File: src/rtl/pipe_hazard_ctrl_pkg.sv
// Shared types and constants for the pipeline hazard/stall sequencer.
package pipe_ctrl_pkg;

  typedef enum logic [1:0] {
    RUN   = 2'd0,
    WAIT  = 2'd1,
    ABORT = 2'd2
  } state_t;

  localparam int DEF_TIMEOUT = 16;

endpackage

File: src/rtl/pipe_hazard_ctrl_sat_counter.sv
// Saturating up-counter with synchronous clear; holds at all-ones instead of wrapping.
module sat_counter #(
  parameter int CNT_W = 16
) (
  input  logic             clk,
  input  logic             clr,
  input  logic             inc,
  output logic [CNT_W-1:0] q
);

  always_ff @(posedge clk) begin
    if (clr) begin
      q <= '0;
    end else if (inc && (q != {CNT_W{1'b1}})) begin
      q <= q + 1'b1;
    end
  end

endmodule

File: src/rtl/pipe_hazard_ctrl.sv
// Pipeline sequencer: load-use bubbles, taken-branch flushes, memory-wait freeze
// with timeout abort, and a saturating stall-cycle counter.
module pipe_hazard_ctrl
  import pipe_ctrl_pkg::*;
#(
  parameter int TIMEOUT = DEF_TIMEOUT,
  parameter int CNT_W   = 16,
  parameter int REG_W   = 5
) (
  input  logic             clk_i,
  input  logic             rst_i,
  input  logic [REG_W-1:0] id_rs_i,
  input  logic [REG_W-1:0] id_rt_i,
  input  logic             id_uses_rt_i,
  input  logic             ex_mem_read_i,
  input  logic [REG_W-1:0] ex_rt_i,
  input  logic             mem_branch_taken_i,
  input  logic             mem_op_i,
  input  logic             mem_ack_i,
  output logic             pc_write_o,
  output logic             pc_sel_branch_o,
  output logic             ifid_write_o,
  output logic             ifid_flush_o,
  output logic             idex_write_o,
  output logic             idex_flush_o,
  output logic             exmem_write_o,
  output logic             exmem_flush_o,
  output logic             memwb_flush_o,
  output logic             mem_req_o,
  output logic             mem_err_o,
  output logic [CNT_W-1:0] stall_cnt_o
);

  localparam int WAIT_W = (TIMEOUT > 2) ? $clog2(TIMEOUT) : 1;

  state_t            state, state_nxt;
  logic [WAIT_W-1:0] wait_cnt, wait_nxt;
  logic              freeze, lu_match, lu_bubble, stall_inc;

  // wait_cnt holds the number of freeze cycles already spent on this access;
  // the RUN cycle that issued the request is cycle 0.
  always_ff @(posedge clk_i) begin
    if (rst_i) begin
      state     <= RUN;
      wait_cnt  <= '0;
      mem_err_o <= 1'b0;
    end else begin
      state    <= state_nxt;
      wait_cnt <= wait_nxt;
      if (state == ABORT) mem_err_o <= 1'b1;
    end
  end

  always_comb begin
    state_nxt = state;
    wait_nxt  = wait_cnt;
    case (state)
      RUN: begin
        if (mem_op_i && !mem_ack_i) begin
          state_nxt = WAIT;
          wait_nxt  = WAIT_W'(1);
        end
      end
      WAIT: begin
        if (mem_ack_i || !mem_op_i) begin
          state_nxt = RUN;
          wait_nxt  = '0;
        end else if (wait_cnt == WAIT_W'(TIMEOUT - 1)) begin
          state_nxt = ABORT;
          wait_nxt  = '0;
        end else begin
          wait_nxt = wait_cnt + 1'b1;
        end
      end
      ABORT: begin
        state_nxt = RUN;
        wait_nxt  = '0;
      end
      default: begin
        state_nxt = RUN;
        wait_nxt  = '0;
      end
    endcase
  end

  assign freeze   = (state != ABORT) && mem_op_i && !mem_ack_i;
  assign lu_match = ex_mem_read_i && (ex_rt_i != '0) &&
                    ((ex_rt_i == id_rs_i) || (id_uses_rt_i && (ex_rt_i == id_rt_i)));

  // Priority: reset > freeze > branch > load-use > normal advance.
  always_comb begin
    pc_write_o      = 1'b1;
    pc_sel_branch_o = 1'b0;
    ifid_write_o    = 1'b1;
    ifid_flush_o    = 1'b0;
    idex_write_o    = 1'b1;
    idex_flush_o    = 1'b0;
    exmem_write_o   = 1'b1;
    exmem_flush_o   = 1'b0;
    memwb_flush_o   = 1'b0;
    mem_req_o       = mem_op_i && (state != ABORT);
    lu_bubble       = 1'b0;
    if (rst_i) begin
      mem_req_o = 1'b0;
    end else if (freeze) begin
      pc_write_o    = 1'b0;
      ifid_write_o  = 1'b0;
      idex_write_o  = 1'b0;
      exmem_write_o = 1'b0;
      memwb_flush_o = 1'b1;
    end else begin
      if (mem_branch_taken_i) begin
        pc_sel_branch_o = 1'b1;
        ifid_flush_o    = 1'b1;
        idex_flush_o    = 1'b1;
        exmem_flush_o   = 1'b1;
      end else if (lu_match) begin
        pc_write_o   = 1'b0;
        ifid_write_o = 1'b0;
        idex_flush_o = 1'b1;
        lu_bubble    = 1'b1;
      end
      // The aborted access must not reach write-back.
      if (state == ABORT) memwb_flush_o = 1'b1;
    end
  end

  assign stall_inc = !rst_i && (freeze || lu_bubble);

  sat_counter #(.CNT_W(CNT_W)) u_stall_cnt (
    .clk (clk_i),
    .clr (rst_i),
    .inc (stall_inc),
    .q   (stall_cnt_o)
  );

endmodule
File: config.mk
export PLATFORM = sky130hd
export DESIGN_NAME = pipe_hazard_ctrl
export DESIGN_NICKNAME = d
export VERILOG_FILES = /design/src/rtl/pipe_hazard_ctrl_pkg.sv /design/src/rtl/pipe_hazard_ctrl_sat_counter.sv /design/src/rtl/pipe_hazard_ctrl.sv
export SDC_FILE = /design/constraint.sdc
export NUM_CORES = 1
export LEC_CHECK = 0
export BUFFER_PORTS_ARGS = -buffer_cell sky130_fd_sc_hd__clkbuf_2
export CORE_ASPECT_RATIO = 0.75
export CORE_UTILIZATION = 30
export DETAILED_ROUTE_END_ITERATION = 7
export GPL_TIMING_DRIVEN = 0
export HOLD_SLACK_MARGIN = 0.08
export PLACE_DENSITY_LB_ADDON = 0.25
export SYNTH_ARGS = -nofsm -noshare
export SYNTH_HDL_FRONTEND = slang
export SYNTH_SLANG_ARGS = --single-unit
File: constraint.sdc
create_clock -name clk_i -period 2.41 [get_ports clk_i]
set_input_delay 0.1205 -clock clk_i [delete_from_list [all_inputs] [get_ports clk_i]]
set_output_delay 0.1205 -clock clk_i [all_outputs]
set_load 0.1 [all_outputs]
# ---- After elaboration in Yosys (flattened, before gate mapping)
# Index checks and enable logic that the tools add are counted.
dict set report totals {
  regBits 23
  in_bits 22
  out_inout_bits 27
  word_cells 60
}
dict set report op_classes {
  n_addsub 2
  n_eq_ne 9
  mux 28
  reduce_logical 17
}
# cell n
set ops {}
lappend ops {{1-bit two-way mux} 20}
lappend ops {{16-bit by 1-bit adder with 16-bit output (second input constant)} 1}
lappend ops {{16-bit inequality test (second input constant)} 1}
lappend ops {{4-bit two-way mux} 3}
lappend ops {{5-bit == test} 2}
lappend ops {{1-bit logical AND} 8}
lappend ops {{4-bit case mux with 2 select lines} 1}
lappend ops {{2-bit two-way mux} 3}
lappend ops {{5-bit nonzero test} 1}
lappend ops {{4-bit by 1-bit adder with 4-bit output (second input constant)} 1}
lappend ops {{4-bit == test (second input constant)} 1}
lappend ops {{2-bit inequality test (second input constant)} 2}
lappend ops {{2-bit case mux with 2 select lines} 1}
lappend ops {{1-bit zero test} 3}
lappend ops {{1-bit logical OR} 3}
lappend ops {{3-bit inequality test (second input constant)} 1}
lappend ops {{2-bit by 1-bit == test with 1-bit output (second input constant)} 1}
lappend ops {{2-bit == test (second input constant)} 1}
lappend ops {{2-bit zero test} 1}
lappend ops {{2-bit AND reduction} 1}

# ---- Depth between registers and ports, before layout
dict set report depth {
  depth_word 11
  depth_mapped 10
  ltp_nobuf 7
}

# ---- Hierarchy
# Synthesis repeated with hierarchy kept, for this count alone.
dict set report hier_totals {
  cells_unflattened 169
  hier_area_um2 1405.1
}
# mod instances cells_per_inst area_per_inst_um2 seq_area_each_um2
set modules_own_cells {}
lappend modules_own_cells {sat_counter 1 99 848.3 320.3}
lappend modules_own_cells {pipe_hazard_ctrl 1 70 556.8 140.1}

# ---- Worst setup path before layout
# OpenSTA, ideal clock, no wires.
dict set report synth_path {
  kind {register -> output}
  start {register state[0]}
  end {output pc_write_o}
  arrival_time_ps 3480
  path_slack_ps -1190
  path_stages_with_launch 10
  n_path_buf 4
  path_cell_list {dfxtp_1 clkbuf_1 nor2b_1 nor2_1 nand2_1 o41ai_4 inv_2 buf_6 clkbuf_1 buf_4}
}
dict set report synth_between {
  elab_chain_cells 5
}
# item line
set synth_rtl {}
lappend synth_rtl {{from (decl)} pipe_hazard_ctrl.sv:36} ;# state_t state, state_nxt;
lappend synth_rtl {{from (signal assigned)} pipe_hazard_ctrl.sv:48} ;# state <= state_nxt;
lappend synth_rtl {{2-bit inequality test} pipe_hazard_ctrl.sv:86} ;# assign freeze = (state != ABORT) && mem_op_i && !mem_ack_i;
lappend synth_rtl {{1-bit logical AND (2 in series)} pipe_hazard_ctrl.sv:86}
lappend synth_rtl {{1-bit two-way mux (2 in series)} n/a}
lappend synth_rtl {{to (decl)} pipe_hazard_ctrl.sv:20} ;# output logic pc_write_o,
# Every way passes these cells.

# ---- Final worst setup path
dict set report layout_path {
  start {input ex_rt_i[0]}
  end {output pc_write_o}
}
dict set report layout_between {
  elab_chain_cells 8
  word_cells_on_any_way 11
}
# item line
set layout_rtl {}
lappend layout_rtl {{from (decl)} pipe_hazard_ctrl.sv:16} ;# input logic [REG_W-1:0] ex_rt_i,
lappend layout_rtl {{5-bit == test} pipe_hazard_ctrl.sv:88} ;# ((ex_rt_i == id_rs_i) || (id_uses_rt_i && (ex_rt_i == id_rt_i)));
lappend layout_rtl {{1-bit logical AND} pipe_hazard_ctrl.sv:88}
lappend layout_rtl {{1-bit logical OR} pipe_hazard_ctrl.sv:88}
lappend layout_rtl {{1-bit logical AND *} pipe_hazard_ctrl.sv:87} ;# assign lu_match = ex_mem_read_i && (ex_rt_i != '0) &&
lappend layout_rtl {{1-bit two-way mux *} pipe_hazard_ctrl.sv:117} ;# end else if (lu_match) begin
lappend layout_rtl {{1-bit two-way mux *} pipe_hazard_ctrl.sv:112} ;# if (mem_branch_taken_i) begin
lappend layout_rtl {{1-bit two-way mux *} pipe_hazard_ctrl.sv:105} ;# end else if (freeze) begin
lappend layout_rtl {{1-bit two-way mux *} pipe_hazard_ctrl.sv:103} ;# if (rst_i) begin
# Mark *: on every way between the ends. The rest lies on a longest branch, timed or not.

==> results.sh <==
export IMPL_maxSlewViolCount=0
export IMPL_async_flop_share=0
export IMPL_ys_seq_elements=23
export IMPL_ys_types=40
export IMPL_grt_use_total=0.1465
export IMPL_wire_per_inst_um=12.57
export IMPL_areaGrowthSynthToFinish_pct=31.39
export IMPL_fin_nets=242
export IMPL_postLayoutCellArea_mm2=0.001780
export IMPL_start_util=0.3243
export IMPL_crit_path_end_kind="output pin"
export IMPL_netlist_area_leader_share=0.3398
export IMPL_first_pass_iters=4
export IMPL_cts_buffers=3
export IMPL_finalWirelength_um=3420
export IMPL_reg2reg_depth=8
export IMPL_grt_start_max_net_pins=13
export IMPL_synthFlopType="dfxtp_1"
export IMPL_fp_dieW_um=79.61
export IMPL_critPathLaunch="ex_rt_i[0]"
export IMPL_clock_skew_ns=0.006387
export IMPL_cp_start_kind="primary input"
export IMPL_slew_headroom=0.6394
export IMPL_die_h_um=60.21
export IMPL_io_buffers=47
export IMPL_cp_max_fo=11
export IMPL_place_area_mm2=0.001692
export IMPL_io_pins=49
export IMPL_htree_levels=1
export IMPL_finalPower_uw=798.7
export IMPL_crit_type="primary input to output pin"
export IMPL_path_clk_slew_ns=0.08
export IMPL_p_per_area_mw_per_mm2=448.6
export IMPL_clockRootBuffer="clkbuf_8"
export IMPL_finalCriticalPeriod_ns=2.288
export IMPL_clock_latency_ns=0.27
export IMPL_fin_tns_setup_ns=0
export IMPL_synthTopCellsByArea="dfxtp_1 34%, xor2_1 6.5%, nor2_1 4.7%, nand3_1 3.7%, a21oi_1 3.3%"
export IMPL_synthCells=164
export IMPL_grt_overflow_total=0
export IMPL_p_leak_nw=0.7775
export IMPL_fp_dieArea_mm2=0.004793
export IMPL_arrival_ns=2.17
export IMPL_setup_violations=0
export IMPL_final_hold_violation_count=0
export IMPL_rsz0062_at_grt="no"
export IMPL_min_path_type="primary input to register"
export IMPL_clock_sinks=23
export IMPL_syn_cell_area_mm2=0.001355
export IMPL_grt_pass1_vias=1172
export IMPL_cts_tree="built"
export IMPL_synth_edf_count=0
export IMPL_seq_area_frac_synth=0.3398
export IMPL_post_route_period_util=0.9495
export IMPL_worstPathRequired_ns=2.29
export IMPL_worst_slew_pin_slew_ns=0.5432
export IMPL_drc=0
export IMPL_ant_nets=0
export IMPL_ys_warn_count=0
export IMPL_place_congestion=0.7566
export IMPL_syn_area_per_cell_um2=8.263
export IMPL_status="finished clean"
export IMPL_regToRegSetupSlack_ns=0.16
export IMPL_r2r_start="u_stall_cnt.q[7]"
export IMPL_worstReg2RegEnd="u_stall_cnt.q[14]"
export IMPL_syn_num_nets=188
export IMPL_cts_buffer_depth=2
export IMPL_netlist_top_cells_count="23 x dfxtp_1, 17 x nor2_1, 11 x nand2_1"
export IMPL_rows=20
export IMPL_antenna_found_initial=0
export IMPL_vias=1388
export IMPL_max_cap_viol_count=0
export IMPL_fill_cells=430
export IMPL_fmax_ghz=0.4370
export IMPL_grt_pass1_wl_um=5409
export IMPL_drt_iter0_drc=104
export IMPL_fin_util=0.4260
export IMPL_hpwlAfterDp_um=2581
export IMPL_coreArea_mm2=0.004179
export IMPL_viasPerCell=5.103
export IMPL_antenna_cells=0
export IMPL_yosysMostFrequentCell="dfxtp_1"
export IMPL_synth_largest_area_cell="dfxtp_1"
export IMPL_crit_end="pc_write_o"
export IMPL_drive_above_1_share=0.3779
export IMPL_peakVddDrop_mv=0.2308
-- final cells by class --
| cell class | instances | area, um^2 | area share |
|---|---|---|---|
| plain buffers | 11 | 68.82 | 0.03865 |
| repair buffers | 50 | 266.5 | 0.1497 |
| inverters | 3 | 11.26 | 0.006325 |
| multi-input cells | 126 | 843.3 | 0.4736 |
| well taps | 55 | 68.82 | 0.03865 |
| clock buffers | 4 | 45.04 | 0.02530 |
| flip-flops and latches | 23 | 476.7 | 0.2677 |
-- metrics by stage --
stage,hold slack [ns],instances,setup WS [ns]
detailed placement,0.4499,266,-0.07642
finish,0.1972,272,0.1218
CTS,0.1899,269,0.01758
global route,0.2328,272,0.001244
global placement,0.4466,266,-0.06979
floorplan,0.3288,164,0.02447
-- cells in the final DEF (no fill, tap or decap), drive strengths merged, types with 2 or more instances in the layout --
cell    count
inv         3
mux2        4
mux2i       3
ha          2
nand4       5
nor4        5
o31ai       5
o41ai       3
nor2       17
xor2       10
nand3      10
o21ai       6
buf        11
clkbuf     54
a21oi       9
or4         6
nand2      11
nor2b       6
o311ai      2
a31oi       2
and3        4
dfxtp      23
nor3        5
-- what timing repair did --
item	4_1_cts	5_1_grt
pin swaps	0	3
setup buffers	0	3
gates resized for setup	3	6
cloned	0	0
hold buffers	0	0
setup endpoints to repair	2	11
-- where the power goes --
group | switching, mW | leakage [nW] | internal (mW)
Combinational | 0.120 | 0.562 | 0.0480
Sequential | 0.00487 | 0.192 | 0.383
Clock | 0.125 | 0.0228 | 0.118
-- flip-flops by register name (all words and copies together) (netlist names) --
register / cells
u_stall_cnt.q: 16
wait_cnt: 4
state: 2
mem_err_o: 1
-- cell families (layout without fill, tap and decap cells) --
| logic type | after synthesis | after routing | share of synthesized area |
|---|---|---|---|
| flip-flops | 23 | 23 | 0.3398 |
| buffers and inverters | 15 | 68 | 0.05817 |
| XOR/XNOR | 11 | 11 | 0.07110 |
| adder cells (fa/ha/maj) | 2 | 2 | 0.01846 |
| multiplexers | 7 | 7 | 0.05540 |
| AND/OR/NAND/NOR | 75 | 75 | 0.2936 |
| AO/OA/AOI/OAI | 31 | 31 | 0.1634 |
-- critical path, cell delays in order --
cell and delay, ns:
clkbuf_2 0.12, xor2_1 0.17, nor4_2 0.30, a32oi_2 0.18, o41ai_4 0.48, inv_2 0.12
buf_6 0.16, clkbuf_4 0.19, buf_4 0.15, buf_6 0.17
-- layer usage --
metal | vias to the layer above | GRT usage | wire length [um]
met3 | 4 | 0.03969 | 271
met5 | - | 0 | 0
li1 | 707 | - | -
met2 | 59 | 0.2247 | 1492
met1 | 618 | 0.2044 | 1623
met4 | 0 | 0.03117 | 32
-- worst min-delay path by stage --
stage	from	end	slack (ns)	depth (start not counted)
2_1_floorplan	mem_op_i	state[1]	0.33	2
3_3_place_gp	u_stall_cnt.q[6]	u_stall_cnt.q[6]	0.45	1
3_5_place_dp	u_stall_cnt.q[6]	u_stall_cnt.q[6]	0.45	1
4_1_cts	mem_op_i	state[1]	0.19	3
5_1_grt	mem_op_i	state[1]	0.23	3
6_report	mem_op_i	state[1]	0.20	3
Power figures use the tool's default switching activity.
